==> config.mk <==
export PLATFORM = sky130hd
export DESIGN_NAME = wb_trace_fifo
export DESIGN_NICKNAME = d
export VERILOG_FILES = /design/src/rtl/wb_trace_fifo.sv
export SDC_FILE = /design/constraint.sdc
export NUM_CORES = 2
export LEC_CHECK = 0
export CORE_MARGIN = 2
export CORE_UTILIZATION = 45
export CTS_BUF_LIST = sky130_fd_sc_hd__clkbuf_8
export CTS_CLUSTER_DIAMETER = 50
export DETAILED_ROUTE_END_ITERATION = 6
export DONT_BUFFER_PORTS = 1
export SETUP_SLACK_MARGIN = 0.5
export SLEW_MARGIN = 20
export SYNTH_ARGS = -nofsm -noshare
export SYNTH_HDL_FRONTEND = slang
export SYNTH_SLANG_ARGS = --single-unit
==> constraint.sdc <==
create_clock -name clk -period 3.8 [get_ports clk]
set_input_delay 0.95 -clock clk [delete_from_list [all_inputs] [get_ports clk]]
set_output_delay 0.95 -clock clk [all_outputs]
set_load 0.01 [all_outputs]
==> src/rtl/wb_trace_fifo.sv <==
// wb_trace_fifo: in-order buffer of committed architectural write events
// (GRF writes and DM stores) presented on a show-ahead valid/ready stream,
// with sticky overflow and a saturating count of dropped events.
// Optional feature macro: WB_TRACE_ZERO_FILTER_EN -- when defined, GRF
// writes to register $0 are discarded before they can occupy a slot.
module wb_trace_fifo #(
    parameter int DEPTH = 16,
    parameter int PTR_W = $clog2(DEPTH)
) (
    input  logic             clk,
    input  logic             reset,
    input  logic             ev_valid,
    input  logic             ev_kind,
    input  logic [31:0]      ev_pc,
    input  logic [31:0]      ev_addr,
    input  logic [31:0]      ev_data,
    output logic             out_valid,
    input  logic             out_ready,
    output logic             out_kind,
    output logic [31:0]      out_pc,
    output logic [31:0]      out_addr,
    output logic [31:0]      out_data,
    output logic [PTR_W:0]   count,
    output logic             full,
    output logic             overflow,
    output logic [15:0]      drop_cnt
);

    localparam logic [PTR_W:0] FULL_CNT = (PTR_W + 1)'(DEPTH);

    // Saturating increment for the drop counter; it sticks at all-ones.
    function automatic logic [15:0] sat_inc16(input logic [15:0] v);
        if (v == 16'hFFFF) begin
            return v;
        end
        return v + 16'd1;
    endfunction

    logic             mem_kind [DEPTH];
    logic [31:0]      mem_pc   [DEPTH];
    logic [31:0]      mem_addr [DEPTH];
    logic [31:0]      mem_data [DEPTH];
    logic [PTR_W-1:0] wp;
    logic [PTR_W-1:0] rp;

    logic        cand;
    logic        pop;
    logic        push;
    logic        drop;
    logic [31:0] addr_norm;

`ifdef WB_TRACE_ZERO_FILTER_EN
    // $0 writes never reach the golden trace, so they are not candidates.
    assign cand = ev_valid && !((ev_kind == 1'b0) && (ev_addr[4:0] == 5'd0));
`else
    assign cand = ev_valid;
`endif

    assign out_valid = (count != '0);
    assign full      = (count == FULL_CNT);
    assign pop       = out_valid && out_ready;
    // A pop in the same cycle frees the slot the push needs when full.
    assign push      = cand && (!full || pop);
    assign drop      = cand && full && !pop;

    // GRF events only carry a register number; upper address bits read as 0.
    assign addr_norm = ev_kind ? ev_addr : {27'd0, ev_addr[4:0]};

    // Show-ahead head entry.
    assign out_kind  = mem_kind[rp];
    assign out_pc    = mem_pc[rp];
    assign out_addr  = mem_addr[rp];
    assign out_data  = mem_data[rp];

    // Entry storage: written at wp on an accepted push, cleared on reset.
    always_ff @(posedge clk) begin
        if (reset) begin
            for (int i = 0; i < DEPTH; i++) begin
                mem_kind[i] <= 1'b0;
                mem_pc[i]   <= '0;
                mem_addr[i] <= '0;
                mem_data[i] <= '0;
            end
        end else if (push) begin
            mem_kind[wp] <= ev_kind;
            mem_pc[wp]   <= ev_pc;
            mem_addr[wp] <= addr_norm;
            mem_data[wp] <= ev_data;
        end
    end

    // Pointers and occupancy; a simultaneous push and pop leaves count alone.
    always_ff @(posedge clk) begin
        if (reset) begin
            wp    <= '0;
            rp    <= '0;
            count <= '0;
        end else begin
            if (push) begin
                wp <= wp + 1'b1;
            end
            if (pop) begin
                rp <= rp + 1'b1;
            end
            case ({push, pop})
                2'b10:   count <= count + 1'b1;
                2'b01:   count <= count - 1'b1;
                default: count <= count;
            endcase
        end
    end

    // Loss tracking: sticky overflow flag and saturating drop counter.
    always_ff @(posedge clk) begin
        if (reset) begin
            overflow <= 1'b0;
            drop_cnt <= '0;
        end else if (drop) begin
            overflow <= 1'b1;
            drop_cnt <= sat_inc16(drop_cnt);
        end
    end

endmodule

==> results.md <==
- Startpoint type of the worst setup path: flop
- Residual antenna-violating net count after detailed routing: 0
- Num ports: ~220
- Die height: roughly 400 um
- Max-Cap Viols: 0
- Slew at the pin with the worst max-slew slack: 1.20 ns
- Number of buffers created by CTS: between 200 and 300
- Port buffer count: 0
- Share of power burned in registers: 0.480
- Clock network fraction of total power: 0.339
- Fin nets: around 4400
- Final RePlAce weighted congestion: ~0.75
- GR Overflow Total: 0
- Result of the run: finished, violations left
- Maximum number of pins on one net before global-route repair: 70
- Required @ worst endpoint: approximately 2.9 ns
- IR Drop Worst-Case VDD: 0.329 mV
- Post-Synthesis Net Count: between 4000 and 5000
- Number of slew-limit violations in the final report: 0
- DRC marker count from the first detailed-route iteration: 4133
- Beginning of the worst hold path: reset
- Average wire length per cell after detail routing: ~32 um
- Max FO, Critical Path: 8
- Flip-flop and latch count after synthesis: 1586
- Max-Slew Margin vs Limit: 0.200
- Non-filler cells, final: 6571
- Count of endpoints failing hold in the final timing report: 0
- Leak Pwr: between 0.02 and 0.03 uW
- Predominant post-synthesis flop cell: sky130_fd_sc_hd__edfxtp_1
- Core region area: 0.156 mm2
- Reg clk slew, reported paths: about 0.060 ns
- Cell Area, Synth: 0.0705 mm2
- Area growth from synthesis to layout: 13.8%
- Psw: around 11000 uW
- RSZ-0062 raised after global routing: yes
- Post-detailed-route DRC marker count: 0
- Hold crit path type: in2reg
- Combinational fraction of design power: 0.181
- Post-Syn Area per Cell: approximately 17 um2
- Max H-tree Level: 5
- Root cell of the clock tree: sky130_fd_sc_hd__clkbuf_8
- Horizontal extent of the die: 400 um
- Maximum buffer depth of the clock tree: 4
- Fin crit share: 1.07
- CTS tree: built
- DRT Wirelength: about 210000 um
- Cell internal power dissipation: a little over 30000 uW
- Post-Synthesis Cells: 4189
- Endpoint kind of the worst setup timing path: primary output
- Tot GR Track Use: 0.262
- Areal power density over the cells: roughly 520 mW/mm2
- Maximum clock skew at final layout: ~0.064 ns
- Violations in the final reports: negative setup slack
- Std-Cell Rows: about 150
- Sum of negative setup slack: -19.26 ns
- Via Count: about 38000
- Global-route wire length before repair: 295000 um
- Type of the setup path with the least slack: reg2out
- Number of detailed-routing iterations run before antenna repair: 7
- Post-route worst setup slack: -0.260 ns
- Total Die Area: around 0.16 mm2
- Placed standard-cell area: between 0.07 and 0.08 mm2
- Effective utilization at floorplan: 0.452
- Count of flip-flops with a built-in enable after synthesis: about 1600
- Total number of clock tree sinks: roughly 1600
- Clock latency on the worst-skew pair: a little over 1 ns
- Fraction of the yosys area taken by sequential cells: 0.671
- Number of antenna violations at the first check in global routing: 14
- Via count of the first global-routing pass: between 30000 and 40000
- Share of layout cells above drive strength 1: 0.240
- Final design instance area without fill: ~0.080 mm2
- FF-to-FF Start: count[1]$_SDFFE_PP0P_
- Switching power share of the total: 0.257
- Cell count after placement: approximately 6000
- Worst Path Arrival: 3.11 ns
- Number of library cell types mapped by synthesis: 46
- Min cycle time layout: 4.06 ns
- Vias per std cell: a little under 6
- Layout filler cell count: 12600
- Proportion of synthesized flip-flops having asynchronous set or reset: 0
- Setup-violating endpoint count in the final report: between 90 and 100
- Achievable frequency: ~250 MHz
- Post-detailed-placement half-perimeter wirelength: slightly above 100000 um
- Warnings from Yosys: 0
critical path, cell delays in order (launching register included):
cell                      delay [ns]
sky130_fd_sc_hd__dfxtp_4        0.39
sky130_fd_sc_hd__buf_12         0.14
sky130_fd_sc_hd__buf_16         0.16
sky130_fd_sc_hd__buf_12         0.14
sky130_fd_sc_hd__buf_16         0.15
sky130_fd_sc_hd__mux4_2         0.52
sky130_fd_sc_hd__mux4_2         0.59
power by group through the flow:
stage	Combinational, uW	Clock (uW)	Sequential, uW
detailed placement	6000	0	20500
global route	7910	15200	20200
global placement	6000	0	20500
finish	7570	14200	20100
floorplan	4270	0	20400
CTS	7550	14400	20100
cell usage in the layout (no fill, tap or decap), types with 5 or more instances in the layout:
| cell | count |
|---|---|
| sky130_fd_sc_hd__and2_1 | 1537 |
| sky130_fd_sc_hd__buf_4 | 84 |
| sky130_fd_sc_hd__buf_6 | 5 |
| sky130_fd_sc_hd__nand3_1 | 8 |
| sky130_fd_sc_hd__nor2_1 | 20 |
| sky130_fd_sc_hd__clkinv_2 | 24 |
| sky130_fd_sc_hd__ha_1 | 7 |
| sky130_fd_sc_hd__o31ai_1 | 8 |
| sky130_fd_sc_hd__nand2_1 | 10 |
| sky130_fd_sc_hd__dfxtp_1 | 27 |
| sky130_fd_sc_hd__or2_4 | 16 |
| sky130_fd_sc_hd__buf_8 | 5 |
| sky130_fd_sc_hd__xor2_1 | 5 |
| sky130_fd_sc_hd__mux4_2 | 485 |
| sky130_fd_sc_hd__dfxtp_4 | 5 |
| sky130_fd_sc_hd__diode_2 | 6 |
| sky130_fd_sc_hd__buf_12 | 66 |
| sky130_fd_sc_hd__edfxtp_1 | 1552 |
| sky130_fd_sc_hd__a21oi_1 | 16 |
| sky130_fd_sc_hd__nand4_1 | 7 |
| sky130_fd_sc_hd__nor3_1 | 5 |
| sky130_fd_sc_hd__o211ai_1 | 10 |
| sky130_fd_sc_hd__nor2_4 | 23 |
| sky130_fd_sc_hd__inv_1 | 109 |
| sky130_fd_sc_hd__nor2_2 | 6 |
| sky130_fd_sc_hd__clkbuf_8 | 292 |
| sky130_fd_sc_hd__o21ai_0 | 7 |
| sky130_fd_sc_hd__or4_1 | 10 |
| sky130_fd_sc_hd__buf_16 | 42 |
| sky130_fd_sc_hd__clkinv_1 | 49 |
worst paths after layout:
| check | to | slack, ns | cells after the start |
|---|---|---|---|
| worst min-delay path | flop | 0.10 | 1 |
| worst max-delay path | out_addr[13] | -0.26 | 6 |
| worst max register to register | mem_data[10][1]$_SDFFCE_PN0P_ | 0.75 | 8 |
| worst min register to register | overflow$_SDFFE_PP0P_ | 0.50 | 2 |
per-stage QoR:
stage / utilization / power [uW] / hold WS, ns / setup WS (ns)
floorplan: - / 24600 / 0.470 / 0.451
global route: 0.515 / 43200 / 0.0277 / -0.328
global placement: 0.473 / 26500 / 0.475 / 0.498
finish: 0.515 / 41800 / 0.105 / -0.260
CTS: 0.514 / 42100 / 0.00169 / -0.312
detailed placement: 0.473 / 26500 / 0.479 / 0.474
what timing repair did:
item | CTS | global route
hold endpoints to repair | 28 | 0
buffers inserted | 42 | 1
endpoints found under the setup margin | 98 | 98
pin swaps | 1 | 0
resized for setup | 76 | 1
hold buffers | 1 | 0
gates cloned | 30 | 4
synth_stat cells, types with 9 or more instances:
cell type                  count  share of area
sky130_fd_sc_hd__o211ai_1     10         0.0011
sky130_fd_sc_hd__nand2_1      10        0.00053
sky130_fd_sc_hd__edfxtp_1   1552           0.66
sky130_fd_sc_hd__nor2_1       49         0.0026
sky130_fd_sc_hd__mux4_2      485           0.15
sky130_fd_sc_hd__or4_1        11         0.0012
sky130_fd_sc_hd__nor3_1        9        0.00064
sky130_fd_sc_hd__a21oi_1      16         0.0011
sky130_fd_sc_hd__and2_1     1537           0.14
sky130_fd_sc_hd__dfxtp_1      34         0.0097
sky130_fd_sc_hd__or2_2        16         0.0014
sky130_fd_sc_hd__buf_1        30         0.0016
sky130_fd_sc_hd__clkbuf_1    331          0.018
layout make-up:
class | instances | area, um2 | share of cell area
clock inverter | 181 | 778 | 0.00970
sequential | 1586 | 47300 | 0.589
clock buffer | 292 | 4020 | 0.0501
multi-input combinational | 2231 | 22100 | 0.275
inverter | 7 | 26.3 | 0.000327
tap | 2058 | 2570 | 0.0321
timing repair buffer | 210 | 3440 | 0.0429
antenna | 6 | 15.0 | 0.000187
flip-flops by register name, summed over array words and instances (netlist names), named ones only:
signal and count:
mem_pc 512, mem_addr 512, drop_cnt 16, mem_data 512, overflow 1, rp 4, count 5, mem_kind 16
wp 4
layer usage:
metal | up-vias | wire, um | global-route usage
li1 | 15900 | - | -
met1 | 20500 | 86400 | 0.370
met2 | 1691 | 98700 | 0.411
met3 | 261 | 19300 | 0.0693
met4 | 0 | 3480 | 0.0585
met5 | - | 0 | 0
kinds of logic after synthesis:
| kind of cell | after synthesis | share of synthesized area |
|---|---|---|
| multiplexers | 492 | 0.156 |
| buffers and inverters | 372 | 0.0200 |
| XOR/XNOR | 7 | 0.000870 |
| flip-flops | 1586 | 0.671 |
| AO/OA/AOI/OAI | 52 | 0.00481 |
| adder cells (fa/ha/maj) | 7 | 0.00124 |
| AND/OR/NAND/NOR | 1673 | 0.146 |
Power figures use the tool's default switching activity.
